$ cat config.mk
export PLATFORM = sky130hd
export DESIGN_NAME = axi_outstanding_limiter
export DESIGN_NICKNAME = d
export VERILOG_FILES = /design/src/rtl/amba_axi_pkg.sv /design/src/rtl/axi_outstanding_limiter_pkg.sv /design/src/rtl/axi_txn_counter.sv /design/src/rtl/axi_outstanding_limiter.sv
export SDC_FILE = /design/constraint.sdc
export NUM_CORES = 1
export LEC_CHECK = 0
export BUFFER_PORTS_ARGS = -buffer_cell sky130_fd_sc_hd__buf_2
export CORE_AREA = 2 2 153 155
export DETAILED_ROUTE_END_ITERATION = 10
export DIE_AREA = 0 0 155 157
export GPL_ROUTABILITY_DRIVEN = 0
export GPL_TIMING_DRIVEN = 0
export PLACE_DENSITY_LB_ADDON = 0.05
export SYNTH_ARGS = -nofsm -noshare
export SYNTH_HDL_FRONTEND = slang
export SYNTH_SLANG_ARGS = --single-unit
$ cat constraint.sdc
create_clock -name clk -period 2 [get_ports clk]
set_input_delay 0.3 -clock clk [delete_from_list [all_inputs] [get_ports clk]]
set_output_delay 0.3 -clock clk [all_outputs]
set_load 0.05 [all_outputs]
$ cat src/rtl/amba_axi_pkg.sv
// Shared AXI4 request/response bundles used on every link of the interconnect.
// Request fields travel master-to-slave (mosi); response and ready fields travel back (miso).
package amba_axi_pkg;

   typedef struct packed {
      logic [3:0]  awid;
      logic [31:0] awaddr;
      logic [7:0]  awlen;
      logic [2:0]  awsize;
      logic [1:0]  awburst;
      logic        awvalid;
      logic [31:0] wdata;
      logic [3:0]  wstrb;
      logic        wlast;
      logic        wvalid;
      logic        bready;
      logic [3:0]  arid;
      logic [31:0] araddr;
      logic [7:0]  arlen;
      logic [2:0]  arsize;
      logic [1:0]  arburst;
      logic        arvalid;
      logic        rready;
   } s_axi_mosi_t;

   typedef struct packed {
      logic        awready;
      logic        wready;
      logic [3:0]  bid;
      logic [1:0]  bresp;
      logic        bvalid;
      logic        arready;
      logic [3:0]  rid;
      logic [31:0] rdata;
      logic [1:0]  rresp;
      logic        rlast;
      logic        rvalid;
   } s_axi_miso_t;

endpackage

$ cat src/rtl/axi_outstanding_limiter_pkg.sv
// Local types for the outstanding-transaction limiter: drain FSM states and
// the count-width helper shared by the top and the counter sub-module.
package axi_outstanding_limiter_pkg;

   typedef enum logic [1:0] {
      RUN      = 2'd0,
      DRAIN    = 2'd1,
      QUIESCED = 2'd2
   } drain_state_e;

   function automatic int unsigned cnt_width(input int unsigned max);
      return $clog2(max + 1);
   endfunction

endpackage

$ cat src/rtl/axi_txn_counter.sv
// Outstanding-transaction counter for one address channel: limit compare,
// valid-stability hold flag, saturating count and underflow pulse.
module axi_txn_counter
   import axi_outstanding_limiter_pkg::*;
#(
   parameter  int unsigned MAX = 8,
   localparam int unsigned W   = cnt_width(MAX)
) (
   input  logic         clk,
   input  logic         rst,
   input  logic         admit,      // new requests may start (FSM in RUN)
   input  logic         req_valid,  // upstream address valid
   input  logic         req_ready,  // downstream address ready
   input  logic         dec,        // completing response handshake
   output logic         allow,
   output logic         hold,
   output logic         inc,
   output logic         underflow,
   output logic [W-1:0] cnt
);

   localparam logic [W-1:0] LIMIT = W'(MAX);

   logic [W-1:0] cnt_q;
   logic         hold_q;

   // Only registered terms feed allow, so ready never reaches valid combinationally.
   assign allow     = !rst && ((admit && (cnt_q < LIMIT)) || hold_q);
   assign inc       = req_valid && allow && req_ready;
   assign underflow = dec && (cnt_q == '0);
   assign hold      = hold_q;
   assign cnt       = cnt_q;

   always_ff @(posedge clk or posedge rst) begin
      if (rst) begin
         cnt_q  <= '0;
         hold_q <= 1'b0;
      end else begin
         if (inc) begin
            hold_q <= 1'b0;
         end else if (req_valid && allow) begin
            hold_q <= 1'b1;
         end

         case ({inc, dec && !underflow})
            2'b10:   cnt_q <= cnt_q + W'(1);
            2'b01:   cnt_q <= cnt_q - W'(1);
            default: cnt_q <= cnt_q;
         endcase
      end
   end

endmodule

$ cat src/rtl/axi_outstanding_limiter.sv
// Caps outstanding AXI4 writes and reads by gating AW/AR, with a drain/quiesce
// handshake; W, B and R pass straight through.
module axi_outstanding_limiter
   import amba_axi_pkg::*;
   import axi_outstanding_limiter_pkg::*;
#(
   parameter int unsigned MAX_WR_OUT = 8,
   parameter int unsigned MAX_RD_OUT = 8
) (
   input  logic                                clk,
   input  logic                                arst,
   input  s_axi_mosi_t                         slave_mosi_i,
   output s_axi_miso_t                         slave_miso_o,
   output s_axi_mosi_t                         master_mosi_o,
   input  s_axi_miso_t                         master_miso_i,
   input  logic                                drain_req_i,
   output logic                                drain_ack_o,
   output logic [cnt_width(MAX_WR_OUT)-1:0]    wr_out_o,
   output logic [cnt_width(MAX_RD_OUT)-1:0]    rd_out_o,
   output logic                                err_o,
   input  logic                                err_clr_i
);

   drain_state_e state_q, state_d;

   logic aw_allow, aw_hold, aw_hs, wr_under;
   logic ar_allow, ar_hold, ar_hs, rd_under;
   logic b_hs, r_last_hs, admit, idle;
   logic err_q;

   assign admit     = (state_q == RUN);
   assign b_hs      = master_miso_i.bvalid && slave_mosi_i.bready;
   assign r_last_hs = master_miso_i.rvalid && slave_mosi_i.rready && master_miso_i.rlast;

   axi_txn_counter #(.MAX(MAX_WR_OUT)) u_wr_cnt (
      .clk       (clk),
      .rst       (arst),
      .admit     (admit),
      .req_valid (slave_mosi_i.awvalid),
      .req_ready (master_miso_i.awready),
      .dec       (b_hs),
      .allow     (aw_allow),
      .hold      (aw_hold),
      .inc       (aw_hs),
      .underflow (wr_under),
      .cnt       (wr_out_o)
   );

   axi_txn_counter #(.MAX(MAX_RD_OUT)) u_rd_cnt (
      .clk       (clk),
      .rst       (arst),
      .admit     (admit),
      .req_valid (slave_mosi_i.arvalid),
      .req_ready (master_miso_i.arready),
      .dec       (r_last_hs),
      .allow     (ar_allow),
      .hold      (ar_hold),
      .inc       (ar_hs),
      .underflow (rd_under),
      .cnt       (rd_out_o)
   );

   always_comb begin
      master_mosi_o         = slave_mosi_i;
      master_mosi_o.awvalid = slave_mosi_i.awvalid && aw_allow;
      master_mosi_o.arvalid = slave_mosi_i.arvalid && ar_allow;
      slave_miso_o          = master_miso_i;
      slave_miso_o.awready  = master_miso_i.awready && aw_allow;
      slave_miso_o.arready  = master_miso_i.arready && ar_allow;
   end

   // Quiesce only on a cycle with nothing outstanding, nothing held and no handshake.
   assign idle = (wr_out_o == '0) && (rd_out_o == '0) && !aw_hold && !ar_hold &&
                 !(aw_hs || ar_hs || b_hs || r_last_hs);

   always_comb begin
      state_d = state_q;
      unique case (state_q)
         RUN:      if (drain_req_i) state_d = DRAIN;
         DRAIN:    if (!drain_req_i) state_d = RUN;
                   else if (idle)    state_d = QUIESCED;
         QUIESCED: if (!drain_req_i) state_d = RUN;
         default:  state_d = RUN;
      endcase
   end

   always_ff @(posedge clk or posedge arst) begin
      if (arst) begin
         state_q <= RUN;
         err_q   <= 1'b0;
      end else begin
         state_q <= state_d;
         if (wr_under || rd_under) begin
            err_q <= 1'b1;
         end else if (err_clr_i) begin
            err_q <= 1'b0;
         end
      end
   end

   assign drain_ack_o = (state_q == QUIESCED);
   assign err_o       = err_q;

endmodule

==> summary.md <==
| Metric | Value |
|---|---|
| Die width | `155 µm` |
| H-tree Lvls | `1` |
| 1st-iter DRT viols | `37` |
| Worst-Margin Slew | `0.465 ns` |
| Synth warn | `0` |
| Io pins | `394` |
| Minimum clock period | `2.11 ns` |
| Fin. Hold Viols | `0` |
| CTS tree | `yes` |
| Share of post-route cells with drive strength above 1 | `0.865` |
| Final setup fails | `2` |
| Vias | `2,485` |
| CTS clock-pin slew for the worst setup and hold paths | `0.05 ns` |
| Routed Antenna Nets | `0` |
| Tcrit/Tclk final | `1.06` |
| Power Total | `3.43 mW` |
| Wire length of the first global-routing pass | `10.4 mm` |
| Syn Std Cell Area | `2290 µm²` |
| Final WS setup | `-0.111 ns` |
| Yosys cell types | `37` |
| Sum Neg Setup Slack | `-0.196 ns` |
| Placed cells | `780` |
| Status | `finished, violations left` |
| Initial Util | `0.102` |
| Initial antenna violation count | `0` |
| Pwr per Cell Area | `846 nW/µm²` |
| Async S/R FF share, synth | `1.00` |
| Grt total ovfl | `0` |
| Critical path class | `flop to flop` |
| Commonest non-fill, non-tap cell in the layout | `buf_2` |
| Commonest non-fill, non-tap cells in the layout | `211 x buf_2, 199 x buf_4, 9 x inv_1, 9 x dfrtp_2, 7 x nand2_1` |
| Slew Viols, Final | `0` |
| Port buffer count | `212` |
| Final Cell Area | `4050 µm²` |
| Cell count after synthesis | `283` |
| WP data arrival | `2.24 ns` |
| Number of diodes | `0` |
| HP Class | `input port to asynchronous set/reset pin` |
| Placed instance area | `3800 µm²` |
| Core Rows | `55` |
| RSZ-0062 raised after global routing | `yes` |
| Leakage | `2.24 nW` |
| Detailed placer's ending HPWL | `7.16 mm` |
| Max Cap Violations | `0` |
| Crit. End Element | `flop` |
| Violated checks | `negative setup slack` |
| Avg Inst Size Synth | `8.10 µm²` |
| Dpl ws | `-0.529 ns` |
| FMAX | `0.474 GHz` |
| Number of synthesized register bits | `13` |
| Routed WL | `7.97 mm` |
| Worst hold margin | `0.164 ns` |
| Clock sinks | `13` |
| Clock Path Buffers | `2` |
| Drt pass-1 iters | `3` |
| Vias per cell | `3.12` |
| DRC | `0` |
| Gr usage total | `0.0534` |
| Root Buffer | `clkbuf_16` |
| Chip height | `157 µm` |
| Hold_buf cts | `0` |
| Die footprint | `24,300 µm²` |
| Core ar. | `22,500 µm²` |
| Peak VDD IR | `346 µV` |
| Slew margin rel. | `0.690` |
| Pin count of the biggest net entering global routing | `15` |
| Nets | `715` |
| CP max FO | `5` |
| Worst EP required | `2.13 ns` |
| Crit start category | `flop` |
| Syn_nets | `485` |
| Inserted Clock Buffers | `3` |
| Area grow syn2layout | `76.7%` |
| Per-cell routed wire length | `9.99 µm` |
| Vias in the first global route | `2,108` |
| Fin util | `0.180` |
| EDFF count, synth | `0` |
| Skew final | `0.00257 ns` |
| Register area share after synthesis | `0.142` |
| Prevailing post-synth register cell | `dfrtp_1` |
| Clk Latency, worst-skew pair | `0.24 ns` |
| Finished Layout Cells | `797` |
synthesized netlist by cell type (2+ instances only):
| library cell | n | share of area |
|---|---|---|
| nand2_1 | 7 | 0.011 |
| clkbuf_1 | 2 | 0.0033 |
| nand4b_1 | 2 | 0.0076 |
| inv_1 | 10 | 0.016 |
| nor3b_1 | 2 | 0.0065 |
| nand4_1 | 2 | 0.0055 |
| nor3_1 | 3 | 0.0065 |
| xnor2_1 | 2 | 0.0076 |
| xor2_1 | 2 | 0.0076 |
| fa_1 | 2 | 0.017 |
| o21ai_1 | 3 | 0.0065 |
| nor2_1 | 6 | 0.0098 |
| mux2i_1 | 2 | 0.0087 |
| or3_1 | 2 | 0.0055 |
| a21oi_1 | 2 | 0.0044 |
| nand3_1 | 6 | 0.013 |
| a31oi_1 | 2 | 0.0055 |
| o211ai_1 | 2 | 0.0065 |
| and2_1 | 2 | 0.0055 |
| ha_1 | 6 | 0.033 |
| nor4_1 | 2 | 0.0055 |
| nor4_2 | 2 | 0.011 |
| dfrtp_1 | 13 | 0.14 |
| buf_4 | 186 | 0.61 |
what timing repair did:
item | in CTS | in global routing
gates resized for setup | 8 | 5
pin swaps | 5 | 2
cloned | 0 | 0
setup endpoints to repair | 5 | 4
setup buffers | 9 | 4
hold endpoints to repair | 0 | 0
state kept, by name (all words and copies together), names as in the netlist:
signal         flops
err_o              1
u_wr_cnt.hold      1
u_rd_cnt.hold      1
u_wr_cnt.cnt       4
u_rd_cnt.cnt       4
state_q            2
routing by layer:
| metal | track usage | up-vias | wire length [µm] | share of wire |
|---|---|---|---|---|
| li1 | - | 1187 | - | - |
| met5 | 0 | - | 0 | 0 |
| met3 | 0.0184 | 2 | 986 | 0.12 |
| met2 | 0.109 | 206 | 4490 | 0.56 |
| met4 | 0.00661 | 0 | 29 | 0.0036 |
| met1 | 0.0526 | 1090 | 2460 | 0.31 |
cell type report:
type | instances | area (µm²)
repair buffers | 225 | 1160
clock inverters | 1 | 5.00
flip-flops and latches | 13 | 337
multi-input cells | 72 | 662
fillers | 2555 | 18500
inverters | 10 | 41.3
clock buffers | 3 | 75.1
plain buffers | 188 | 1410
well taps | 285 | 357
final timing paths:
check | start | to | slack [ns] | cells after the start
max | u_wr_cnt.cnt[0] | u_wr_cnt.cnt[3] | -0.11 | 8
min reg2reg | err_o | err_o | 0.49 | 2
min | arst | u_wr_cnt.hold | 0.16 | 3
max in group asynchronous | arst | u_rd_cnt.cnt[1] | 1.64 | 3
max reg2reg | u_wr_cnt.cnt[0] | u_wr_cnt.cnt[3] | -0.11 | 8
min in group clk | drain_req_i | state_q[0] | 0.29 | 3
power breakdown:
part	switching (mW)	internal [mW]
registers	0.178	0.381
logic	1.61	0.873
clock network	0.125	0.267
total	1.91	1.52
cell families (layout without fill, tap and decap cells):
logic type      Yosys count  in the layout  share of synthesized area
flops                    13             13                      0.142
mux                       2              2                    0.00873
compound gates           17             17                     0.0502
simple gates             41             41                      0.105
xor+xnor                  4              4                     0.0153
buf+inv                 198            427                      0.629
fa+ha+maj                 8              8                     0.0502
worst max-delay path: stages (launching register included):
cell       delay, ns
dfrtp_2         0.44
nor4_4          0.31
nor2_1          0.08
ha_2            0.24
ha_4            0.22
a21o_4          0.22
a2111oi_4       0.26
nand4b_1        0.15
nand3_1         0.07
Note: power is estimated with default switching activity, not from simulation.
